**src/rtl/cart_pkg.sv**
```systemverilog
// Shared types and constants for the MMC1 cart controller.
package cart_pkg;

    typedef enum logic [1:0] {
        MIR_ONE_LO = 2'd0,
        MIR_ONE_HI = 2'd1,
        MIR_VERT   = 2'd2,
        MIR_HORZ   = 2'd3
    } mirror_t;

    typedef enum logic [1:0] {
        PRG_32K_LO    = 2'd0,
        PRG_32K_HI    = 2'd1,
        PRG_FIX_FIRST = 2'd2,
        PRG_FIX_LAST  = 2'd3
    } prg_mode_t;

    typedef enum logic [1:0] {
        TGT_CTRL = 2'd0,
        TGT_CHR0 = 2'd1,
        TGT_CHR1 = 2'd2,
        TGT_PRG  = 2'd3
    } tgt_t;

    localparam logic [4:0] MMC1_SR_EMPTY = 5'b10000;
    localparam logic [4:0] MMC1_CTRL_RST = 5'h0C;

endpackage

```
**src/rtl/mmc1_serial_loader.sv**
```systemverilog
// MMC1 serial port: filters CPU write edges, shifts bits in LSB first and
// emits a one-cycle load (or clear) pulse when a register write completes.
module mmc1_serial_loader
    import cart_pkg::*;
(
    input  logic       clk_cpu,
    input  logic       rst,
    input  logic       romsel,
    input  logic       cpu_rw,
    input  logic [1:0] tgt_sel,
    input  logic       data_b7,
    input  logic       data_b0,
    output logic       clr,
    output logic       load,
    output logic [1:0] load_tgt,
    output logic [4:0] load_val
);

    logic       wr;
    logic       accept;
    logic       wr_d, wr_q;
    logic [4:0] sr_d, sr_q;

    assign wr     = romsel & ~cpu_rw;
    // Only the first cycle of back-to-back writes counts (RMW double write).
    assign accept = wr & ~wr_q;

    always_comb begin
        wr_d     = wr;
        sr_d     = sr_q;
        clr      = 1'b0;
        load     = 1'b0;
        load_tgt = tgt_sel;
        load_val = {data_b0, sr_q[4:1]};
        if (accept) begin
            if (data_b7) begin
                sr_d = MMC1_SR_EMPTY;
                clr  = 1'b1;
            end else if (sr_q[0]) begin
                // Marker bit reached the bottom: this is the fifth bit.
                sr_d = MMC1_SR_EMPTY;
                load = 1'b1;
            end else begin
                sr_d = {data_b0, sr_q[4:1]};
            end
        end
    end

    always_ff @(posedge clk_cpu) begin
        if (rst) begin
            wr_q <= 1'b0;
            sr_q <= MMC1_SR_EMPTY;
        end else begin
            wr_q <= wr_d;
            sr_q <= sr_d;
        end
    end

endmodule

```
**src/rtl/cart_001_ctrl.sv**
```systemverilog
// MMC1 (mapper 1) bank controller: bank registers plus combinational
// PRG/CHR address banking, mirroring and PRG-RAM select.
module cart_001_ctrl
    import cart_pkg::*;
#(
    parameter int PRG_ROM_DEPTH = 18,
    parameter int CHR_ROM_DEPTH = 17,
    parameter int PRG_RAM_DEPTH = 13
) (
    input  logic                     clk_cpu,
    input  logic                     rst,
    input  logic [14:0]              cpu_addr,
    input  logic [7:0]               cpu_data_i,
    input  logic                     cpu_rw,
    input  logic                     romsel,
    input  logic [13:0]              ppu_addr,
    output logic [PRG_ROM_DEPTH-1:0] prg_rom_addr,
    output logic                     prg_rom_cs,
    output logic [PRG_RAM_DEPTH-1:0] prg_ram_addr,
    output logic                     prg_ram_cs,
    output logic [CHR_ROM_DEPTH-1:0] chr_addr,
    output logic                     chr_cs,
    output logic                     ciram_ce,
    output logic                     ciram_a10,
    output logic                     irq
);

    logic       ld_clr;
    logic       ld_load;
    logic [1:0] ld_tgt;
    logic [4:0] ld_val;
    logic       unused_data;

    logic [4:0] control_d, control_q;
    logic [4:0] chr0_d, chr0_q;
    logic [4:0] chr1_d, chr1_q;
    logic [4:0] prg_d, prg_q;

    logic [3:0]  prg_bank;
    logic [17:0] prg_full;
    logic [16:0] chr_full;

    assign unused_data = ^cpu_data_i[6:1];

    mmc1_serial_loader u_loader (
        .clk_cpu  (clk_cpu),
        .rst      (rst),
        .romsel   (romsel),
        .cpu_rw   (cpu_rw),
        .tgt_sel  (cpu_addr[14:13]),
        .data_b7  (cpu_data_i[7]),
        .data_b0  (cpu_data_i[0]),
        .clr      (ld_clr),
        .load     (ld_load),
        .load_tgt (ld_tgt),
        .load_val (ld_val)
    );

    always_comb begin
        control_d = control_q;
        chr0_d    = chr0_q;
        chr1_d    = chr1_q;
        prg_d     = prg_q;
        if (ld_clr) begin
            control_d[3:2] = 2'b11;
        end else if (ld_load) begin
            case (tgt_t'(ld_tgt))
                TGT_CTRL: control_d = ld_val;
                TGT_CHR0: chr0_d    = ld_val;
                TGT_CHR1: chr1_d    = ld_val;
                default:  prg_d     = ld_val;
            endcase
        end
    end

    always_ff @(posedge clk_cpu) begin
        if (rst) begin
            control_q <= MMC1_CTRL_RST;
            chr0_q    <= '0;
            chr1_q    <= '0;
            prg_q     <= '0;
        end else begin
            control_q <= control_d;
            chr0_q    <= chr0_d;
            chr1_q    <= chr1_d;
            prg_q     <= prg_d;
        end
    end

    // Bank 4'hF truncates to the last bank for any supported ROM size.
    always_comb begin
        prg_bank = 4'd0;
        case (prg_mode_t'(control_q[3:2]))
            PRG_32K_LO, PRG_32K_HI: prg_bank = {prg_q[3:1], cpu_addr[14]};
            PRG_FIX_FIRST:          prg_bank = cpu_addr[14] ? prg_q[3:0] : 4'd0;
            default:                prg_bank = cpu_addr[14] ? 4'hF : prg_q[3:0];
        endcase
        prg_full = {prg_bank, cpu_addr[13:0]};
    end

    always_comb begin
        if (control_q[4])
            chr_full = {(ppu_addr[12] ? chr1_q : chr0_q), ppu_addr[11:0]};
        else
            chr_full = {chr0_q[4:1], ppu_addr[12:0]};
    end

    always_comb begin
        ciram_a10 = 1'b0;
        case (mirror_t'(control_q[1:0]))
            MIR_ONE_LO: ciram_a10 = 1'b0;
            MIR_ONE_HI: ciram_a10 = 1'b1;
            MIR_VERT:   ciram_a10 = ppu_addr[10];
            default:    ciram_a10 = ppu_addr[11];
        endcase
    end

    assign prg_rom_addr = prg_full[PRG_ROM_DEPTH-1:0];
    assign prg_rom_cs   = romsel;
    assign prg_ram_addr = cpu_addr[PRG_RAM_DEPTH-1:0];
    assign prg_ram_cs   = ~romsel & (cpu_addr[14:13] == 2'b11) & ~prg_q[4];
    assign chr_addr     = chr_full[CHR_ROM_DEPTH-1:0];
    assign chr_cs       = ~ppu_addr[13];
    assign ciram_ce     = ppu_addr[13];
    assign irq          = 1'b0;

endmodule

```
**config.mk**
```make
export PLATFORM = sky130hd
export DESIGN_NAME = cart_001_ctrl
export DESIGN_NICKNAME = d
export VERILOG_FILES = /design/src/rtl/cart_pkg.sv /design/src/rtl/mmc1_serial_loader.sv /design/src/rtl/cart_001_ctrl.sv
export SDC_FILE = /design/constraint.sdc
export NUM_CORES = 1
export LEC_CHECK = 0
export ABC_AREA = 1
export ABC_CLOCK_PERIOD_IN_PS = 1150
export CORE_AREA = 2 2 98 53
export CTS_BUF_LIST = sky130_fd_sc_hd__clkbuf_16
export DETAILED_ROUTE_END_ITERATION = 7
export DIE_AREA = 0 0 100 55
export DONT_BUFFER_PORTS = 1
export SLEW_MARGIN = 20
export SYNTH_ARGS = -nofsm -noshare
export SYNTH_HDL_FRONTEND = slang
export SYNTH_SLANG_ARGS = --single-unit
```
**constraint.sdc**
```tcl
create_clock -name clk_cpu -period 1.15 [get_ports clk_cpu]
set_clock_uncertainty 0.15 [all_clocks]
set_input_delay 0.1725 -clock clk_cpu [delete_from_list [all_inputs] [get_ports clk_cpu]]
set_output_delay 0.1725 -clock clk_cpu [all_outputs]
set_load 0.05 [all_outputs]
```
## After elaboration in Yosys (flattened, before gate mapping)

Index checks and enable logic that the tools add are counted.

| cells by class | value |
|---|---|
| add/sub/neg operators | 0 |
| $mul | 0 |
| div/mod/pow operators | 0 |
| $lt $le $gt $ge | 0 |
| eq/ne operators | 7 |
| shift operators | 0 |
| mux-type cells | 13 |
| bitwise gates (word level) | 11 |
| reductions and logical operators | 11 |

Operators with widths:

| kind | number |
|---|---|
| 17-bit 2-to-1 mux | 1 |
| 5-bit 2-to-1 mux | 3 |
| 3-bit AND reduction | 4 |
| 2-bit equality test, second input constant | 4 |
| 4-bit 2-to-1 mux | 2 |
| 4-bit one-hot mux with 2 select lines | 1 |
| 1-bit NOT | 7 |
| 2-bit by 1-bit equality test with 1-bit output, second input constant | 3 |
| 2-bit zero test | 3 |
| 1-bit 2-to-1 mux | 5 |
| 1-bit bitwise AND | 4 |
| 2-bit OR reduction | 2 |
| 1-bit one-hot mux with 3 select lines | 1 |
| 3-bit OR reduction | 1 |
| 2-bit AND reduction | 1 |

| storage, ports and cells | value |
|---|---|
| bits in registers | 26 |
| latch bits | 0 |
| memory bits (writable) | 0 |
| ROM bits | 0 |
| bits of input ports | 41 |
| output and inout port bits | 54 |
| logic and storage cells | 49 |
| memories | 0 |

## Longest topological paths before layout

Gate-level depths: netlist of run 1.

| depth | value |
|---|---|
| depth after elaboration | 6 |
| gate-level depth with buffers | 8 |
| mapped depth without buffers | 7 |

## Modules after synthesis

From an unflattened synthesis of run 1, not the netlist that was laid out.

| second synthesis, totals | value |
|---|---|
| cell total of the unflattened synthesis | 256 |
| area, all modules | 1662.8 um^2 |

Modules (own cells, without submodules):

| module | instances | cells each | area each (um^2) | sequential area each (um^2) |
|---|---|---|---|---|
| cart_001_ctrl | 1 | 206 | 1322.5 | 400.4 |
| mmc1_serial_loader | 1 | 50 | 340.3 | 120.1 |

## Worst setup path before layout of run 1

OpenSTA, ideal clock, no wires.

| timing path | value |
|---|---|
| kind | register to output |
| start | register control_q[4] |
| end | output port chr_addr[13] |
| arrival time | 1.554 ns |
| required time | 0.827 ns |
| slack | -0.727 ns |
| cell stages (with the launch flop) | 3 |
| buffers on the path | 0 |
| path through | dfxtp_1 nand2_1 o21ai_0 |

| on the way | value |
|---|---|
| cells in the longest elaborated chain, start to end | 1 |

Ends and longest elaborated chain:

| element | line | source |
|---|---|---|
| from (decl) | cart_001_ctrl.sv:34 | `logic [4:0] control_d, control_q;` |
| from (signal assigned) | cart_001_ctrl.sv:83 | `control_q <= control_d;` |
| 17-bit 2-to-1 mux | cart_001_ctrl.sv:102 | `if (control_q[4])` |
| to (decl) | cart_001_ctrl.sv:21 | `output logic [CHR_ROM_DEPTH-1:0] chr_addr,` |

No other way between the ends.

## Final worst setup path of run 1

Same ends and word-level chain as after synthesis.

==> results by group, run 1 <==
Run status
  – Status: complete, but fails checks
  – Failing checks: negative setup slack

Global route
  – Gr usage total: 15.4%
  – First-pass GRT wire length: 6290 um
  – GRT overflow: 0
  – Largest net degree at the start of global routing: 20
  – Vias in the first global route: 1268
  – Initial antenna violation count: 0

Clocking
  – Clock-pin slew on the worst setup and hold paths: 0.06 ns
  – CTS Sinks: 26
  – Clock buffer depth: 2
  – Root Buffer: clkbuf_16
  – CTS tree: yes
  – Clock Latency Late Sink: 0.26 ns
  – CTS buffer count: 3
  – H-tree depth: 1

Final layout
  – FILL cells: 465
  – Fin area: 0.00217 mm2
  – Syn-to-layout area delta: 21.6%
  – Multi-input gate area: 878 um2
  – ANT cells: 0
  – Seq. cell area: 533 um2
  – Fraction of layout instances using a drive strength above 1: 43.2%
  – Fin nets: 286

Hold path
  – Hold Path Class: in2reg

Worst setup path
  – Startpoint Class: flip-flop
  – Setup crit end kind: output pin
  – Critical path class: reg2out
  – Crit path DAT: 1.15 ns
  – Required time worst endpoint: 0.83 ns
  – Crit-path max FO: 8

STA
  – Slew Limit Fails: 0
  – Setup violations, final: 31
  – Endpoints failing hold: 0
  – PnR worst setup slack: -0.327 ns
  – Worst hold margin: 0.000385 ns
  – Fmax: 0.677 GHz
  – Final min period: 1.48 ns
  – RSZ-0062 raised after global routing: yes
  – Crit share post-route: 128%
  – Setup TNS: -4.49 ns

Die
  – Initial Util: 38.0%
  – Die width: 100 um
  – Core Area: 0.00468 mm2
  – FP Rows: 18
  – DIE AREA: 0.00550 mm2
  – Die outline height: 55 um
  – I/O pin cnt: 95

Synth
  – Synth area leaders: dfxtp_1 29%, buf_4 19%, nand2_1 11%
  – Syn Area/Cell: 6.82 um2
  – Synth area leader: dfxtp_1
  – Yosys warns: 0
  – Synth Cell Area: 0.00178 mm2
  – Register area share after synthesis: 29.2%
  – Area share of the largest cell type after synthesis: 29.2%
  – Synth cell types: 22
  – Seq cells post-synth: 26
  – Post-Syn Instances: 261
  – Post-synthesis net count: 302

Placed design
  – Area post-placement: 0.00183 mm2
  – Place WS: -0.0889 ns
  – RD Place Congestion: 0.827
  – DP HPWL: 2670 um
  – Port Buf Inserts: 0

Drt
  – Residual DRC count: 0
  – Vias per cell: 4.63
  – Avg WL per Cell: 13.1 um
  – DRT antenna net count: 0
  – 1st-iter DRT viols: 91
  – TritonRoute pass-1 iters: 4
  – Final WL: 3980 um
  – Via Count: 1403

Power and ir drop
  – Worst VDD drop: 0.570 mV
  – P_leak: 0.926 nW
  – PwrDens: 894 mW/mm2

Run
  – Max cap viols: 0
==> stage by stage <==
stage,util [%],instances,total power [mW]
final,46.2,303,1.94
after global routing,46.2,303,2.02
after CTS,44.8,304,1.94
after detailed placement,39.1,292,1.16
after global placement,39.1,292,1.16
after floorplan,-,261,1.49
==> flip-flops by register name, summed over array words and instances (netlist names) <==
| signal | cells |
|---|---|
| prg_q | 5 |
| u_loader.sr_q | 5 |
| chr1_q | 5 |
| chr0_q | 5 |
| u_loader.wr_q | 1 |
| control_q | 5 |
==> synth_stat cells, drive strengths merged <==
| cell | n |
|---|---|
| buf | 48 |
| o21ai | 11 |
| nor3 | 1 |
| o31ai | 1 |
| dfxtp | 26 |
| nand2 | 53 |
| a21oi | 6 |
| conb | 1 |
| nand4 | 20 |
| nand3 | 10 |
| o21bai | 1 |
| inv | 55 |
| nor2 | 28 |
==> layer usage <==
| metal | track usage (%) | up-vias | part of all wire [%] |
|---|---|---|---|
| li1 | - | 723 | - |
| met1 | 21.9 | 637 | 51 |
| met2 | 21.5 | 37 | 40 |
| met3 | 5.65 | 6 | 7.9 |
| met4 | 4.57 | 0 | 0.90 |
| met5 | 0 | - | 0 |
==> cells by family after synthesis <==
kind of cell / count (synthesis) / share of synthesized area (%)
other: 1 / 0.211
buffers and inverters: 103 / 32.0
DFF: 26 / 29.2
and+or+nand+nor: 112 / 33.0
AOI/OAI and AO/OA: 19 / 5.62
==> cell type report <==
type                    count  share of cell area [%]
multi-input cells         132                    40.6
well taps                  60                    3.47
repair buffers             27                    18.0
clock buffers               3                    3.47
flip-flops and latches     26                    24.6
inverters                  55                    9.88
==> path summary, 6_finish.rpt <==
kind              depth (start not counted)  slack (ns)               end             start
setup / recovery                          4       -0.33      chr_addr[13]      control_q[4]
hold / removal                            4      0.0004  u_loader.sr_q[4]     cpu_data_i[7]
setup reg to reg                          7       -0.11         chr1_q[2]  u_loader.sr_q[0]
hold reg to reg                           4        0.37         chr0_q[1]         chr0_q[1]
==> power by group <==
group | switching (mW) | internal [mW]
combinational | 0.167 | 0.0825
sequential | 0.00956 | 0.905
clock | 0.311 | 0.461
total | 0.487 | 1.45
==> layout by cell type, fill, tap and decap left out, types with 4 or more instances in the layout <==
| cell | netlist | layout |
|---|---|---|
| a21oi_1 | 6 | 4 |
| buf_12 | 0 | 9 |
| buf_4 | 45 | 7 |
| buf_6 | 0 | 6 |
| dfxtp_1 | 26 | 18 |
| dfxtp_2 | 0 | 7 |
| inv_1 | 49 | 32 |
| inv_2 | 6 | 20 |
| nand2_1 | 52 | 35 |
| nand2_2 | 1 | 15 |
| nand3_4 | 4 | 4 |
| nand4_1 | 20 | 20 |
| nor2_1 | 23 | 17 |
| nor2_2 | 1 | 4 |
| nor2_4 | 2 | 5 |
| o21ai_1 | 2 | 5 |
| o21ai_4 | 0 | 4 |
==> critical path, stage by stage (launching register included) <==
cell and delay [ns]:
dfxtp_2 0.35, nand2_4 0.10, buf_12 0.15, o21ai_4 0.14, buf_12 0.15
==> timing repair <==
item,CTS,global route
resized for setup,30,43
buffers inserted,4,1
setup endpoints to repair,36,36
cloned,3,0
pin swaps,43,37
hold buffers,2,0
hold endpoints to repair,5,0
(Power assumes the default switching activity.)
==> run 2: changes to the inputs <==
--- a/config.mk
+++ b/config.mk
@@ -6,12 +6,13 @@
 export NUM_CORES = 1
 export LEC_CHECK = 0
 export ABC_AREA = 1
-export ABC_CLOCK_PERIOD_IN_PS = 1150
+export ABC_CLOCK_PERIOD_IN_PS = 1300
 export CORE_AREA = 2 2 98 53
 export CTS_BUF_LIST = sky130_fd_sc_hd__clkbuf_16
 export DETAILED_ROUTE_END_ITERATION = 7
 export DIE_AREA = 0 0 100 55
 export DONT_BUFFER_PORTS = 1
+export PLACE_DENSITY = 0.59
 export SLEW_MARGIN = 20
 export SYNTH_ARGS = -nofsm -noshare
 export SYNTH_HDL_FRONTEND = slang
==> constraint.sdc (replaced) <==
create_clock -name clk_cpu -period 1.3 [get_ports clk_cpu]
set_clock_uncertainty 0.15 [all_clocks]
set_input_delay 0.195 -clock clk_cpu [delete_from_list [all_inputs] [get_ports clk_cpu]]
set_output_delay 0.195 -clock clk_cpu [all_outputs]
set_load 0.05 [all_outputs]
==> run 2 against run 1 <==
Effect of this change: the flow still finishes with violations (negative setup slack); via count shrank 3.1%; design area fell by 5.8%; routed wire length decreased by 7.9%; first-iteration DRC count is 44% lower; critical path depth is the same; global-route usage down 2.2 points; critical endpoint is now prg_rom_addr[14].
==> results by group, run 2 (synthesis results as in run 1) <==
Run status
  – Status: complete, but fails checks
  – Failing checks: negative setup slack

Worst setup path
  – Crit-path max FO: 4
  – Crit path DAT: 1.16 ns
  – R2R setup slack: 0.03 ns
  – Startpoint Class: flip-flop
  – Required time worst endpoint: 0.95 ns
  – R2r startpoint: u_loader.sr_q[0]
  – Slowest-stage cell, CP: dfxtp_4
  – Reg2Reg Depth: 6
  – Setup crit end kind: output pin
  – Reg2reg end: chr1_q[2]
  – Critical path class: reg2out
  – CP max stage delay: 0.36 ns
  – Cell Chain, Critical Path: inv_4 > nor2_4 > buf_6 > o21ai_4

Global route
  – Largest net degree at the start of global routing: 18
  – Initial antenna violation count: 0
  – GRT overflow: 0
  – First-pass GRT wire length: 5480 um
  – Gr usage total: 13.2%
  – Vias in the first global route: 1104

Die
  – Core Area: 0.00468 mm2
  – Die outline height: 55 um
  – Initial Util: 38.0%
  – I/O pin cnt: 95
  – DIE AREA: 0.00550 mm2
  – Die width: 100 um
  – FP Rows: 18

Final layout
  – Most common cell after layout, fill and taps aside: nand2_1
  – Fin nets: 282
  – FILL cells: 496
  – Multi-input gate area: 838 um2
  – Syn-to-layout area delta: 14.5%
  – Most frequent cells in the layout: 34 x nand2_1, 32 x inv_1, 20 x nand4_1
  – ANT cells: 0
  – Fin area: 0.00204 mm2
  – Seq. cell area: 534 um2
  – Cell Count, Final, Fillers Out: 300
  – Fraction of layout instances using a drive strength above 1: 41.3%

Clocking
  – CTS buffer count: 3
  – Clock-pin slew on the worst setup and hold paths: 0.07 ns
  – CTS Sinks: 26
  – CTS tree: yes
  – H-tree depth: 1
  – Root Buffer: clkbuf_16
  – Clock Latency Late Sink: 0.26 ns
  – Clock buffer depth: 2

Power and ir drop
  – P_leak: 0.879 nW
  – Worst VDD drop: 0.439 mV
  – PwrDens: 840 mW/mm2
  – Final Power: 1.71 mW

STA
  – Fmax: 0.666 GHz
  – Final min period: 1.50 ns
  – Endpoints failing hold: 0
  – Slew Limit Fails: 0
  – Setup violations, final: 10
  – PnR worst setup slack: -0.202 ns
  – RSZ-0062 raised after global routing: yes
  – Crit share post-route: 116%

Placed design
  – DP HPWL: 2660 um
  – Area post-placement: 0.00166 mm2
  – DP Cell Count: 286
  – Port Buf Inserts: 0
  – RD Place Congestion: 0.803

Drt
  – Via Count: 1360
  – Residual DRC count: 0
  – DRT antenna net count: 0
  – Vias per cell: 4.53
  – Final WL: 3670 um
  – TritonRoute pass-1 iters: 4
  – Avg WL per Cell: 12.2 um
  – 1st-iter DRT viols: 51

Hold path
  – Worst Hold Launch: cpu_data_i[7]
  – Hold-critical path depth: 3
  – Min-Delay Endpoint: u_loader.sr_q[0]
  – Hold Path Class: in2reg

Run
  – Max cap viols: 0
run 2: final cells by class:
cell class | count | area share [%]
Sequential cell | 26 | 26.2
Clock inverter | 1 | 0.184
Clock buffer | 3 | 3.68
Timing Repair Buffer | 23 | 14.5
Inverter | 55 | 10.6
Tap cell | 60 | 3.68
Multi-Input combinational cell | 132 | 41.1
run 2: repair_timing:
| action | 4_1_cts | 5_1_grt |
|---|---|---|
| hold endpoints to repair | 7 | 0 |
| hold buffers | 2 | 0 |
| setup endpoints to repair | 11 | 31 |
| buffers inserted | 2 | 4 |
| gates cloned | 0 | 2 |
| pin swaps | 2 | 34 |
| resized for setup | 34 | 48 |
run 2: critical path, delay by kind of cell (launching register included):
family / cells / cell delay [ns]
flip-flops: 1 / 0.36
AO/OA/AOI/OAI: 1 / 0.33
buffers and inverters: 2 / 0.17
AND/OR/NAND/NOR: 1 / 0.03
run 2: worst max-delay path by stage:
stage,start,depth (start not counted),to
floorplan,control_q[4],2,chr_addr[13]
global placement,control_q[3],5,prg_rom_addr[17]
detailed placement,control_q[3],5,prg_rom_addr[17]
CTS,control_q[3],4,prg_rom_addr[14]
global route,control_q[3],4,prg_rom_addr[14]
finish,control_q[3],4,prg_rom_addr[14]
run 2: power by group:
group          total [mW]  internal, mW  switching (mW)
Clock               0.697         0.412           0.285
Combinational       0.212        0.0671           0.145
Sequential          0.805         0.798         0.00744
run 2: stage by stage:
step / setup slack, ns / util, % / TNS, ns / hold WS (ns)
after floorplan: -0.237 / - / -0.946 / 0.114
after global placement: 0.00131 / 35.3 / 0 / 0.116
after detailed placement: -0.0516 / 35.3 / -0.140 / 0.118
after CTS: -0.185 / 39.3 / -1.47 / 0.00490
after global routing: -0.236 / 43.5 / -2.56 / 0.0116
final: -0.202 / 43.5 / -1.43 / 0.00129
run 2: per-layer routing:
layer	global-route usage [%]	routed length, um
met2	17.3	1350
met4	2.28	12
met1	20.1	2000
met3	4.90	302
met5	0	0
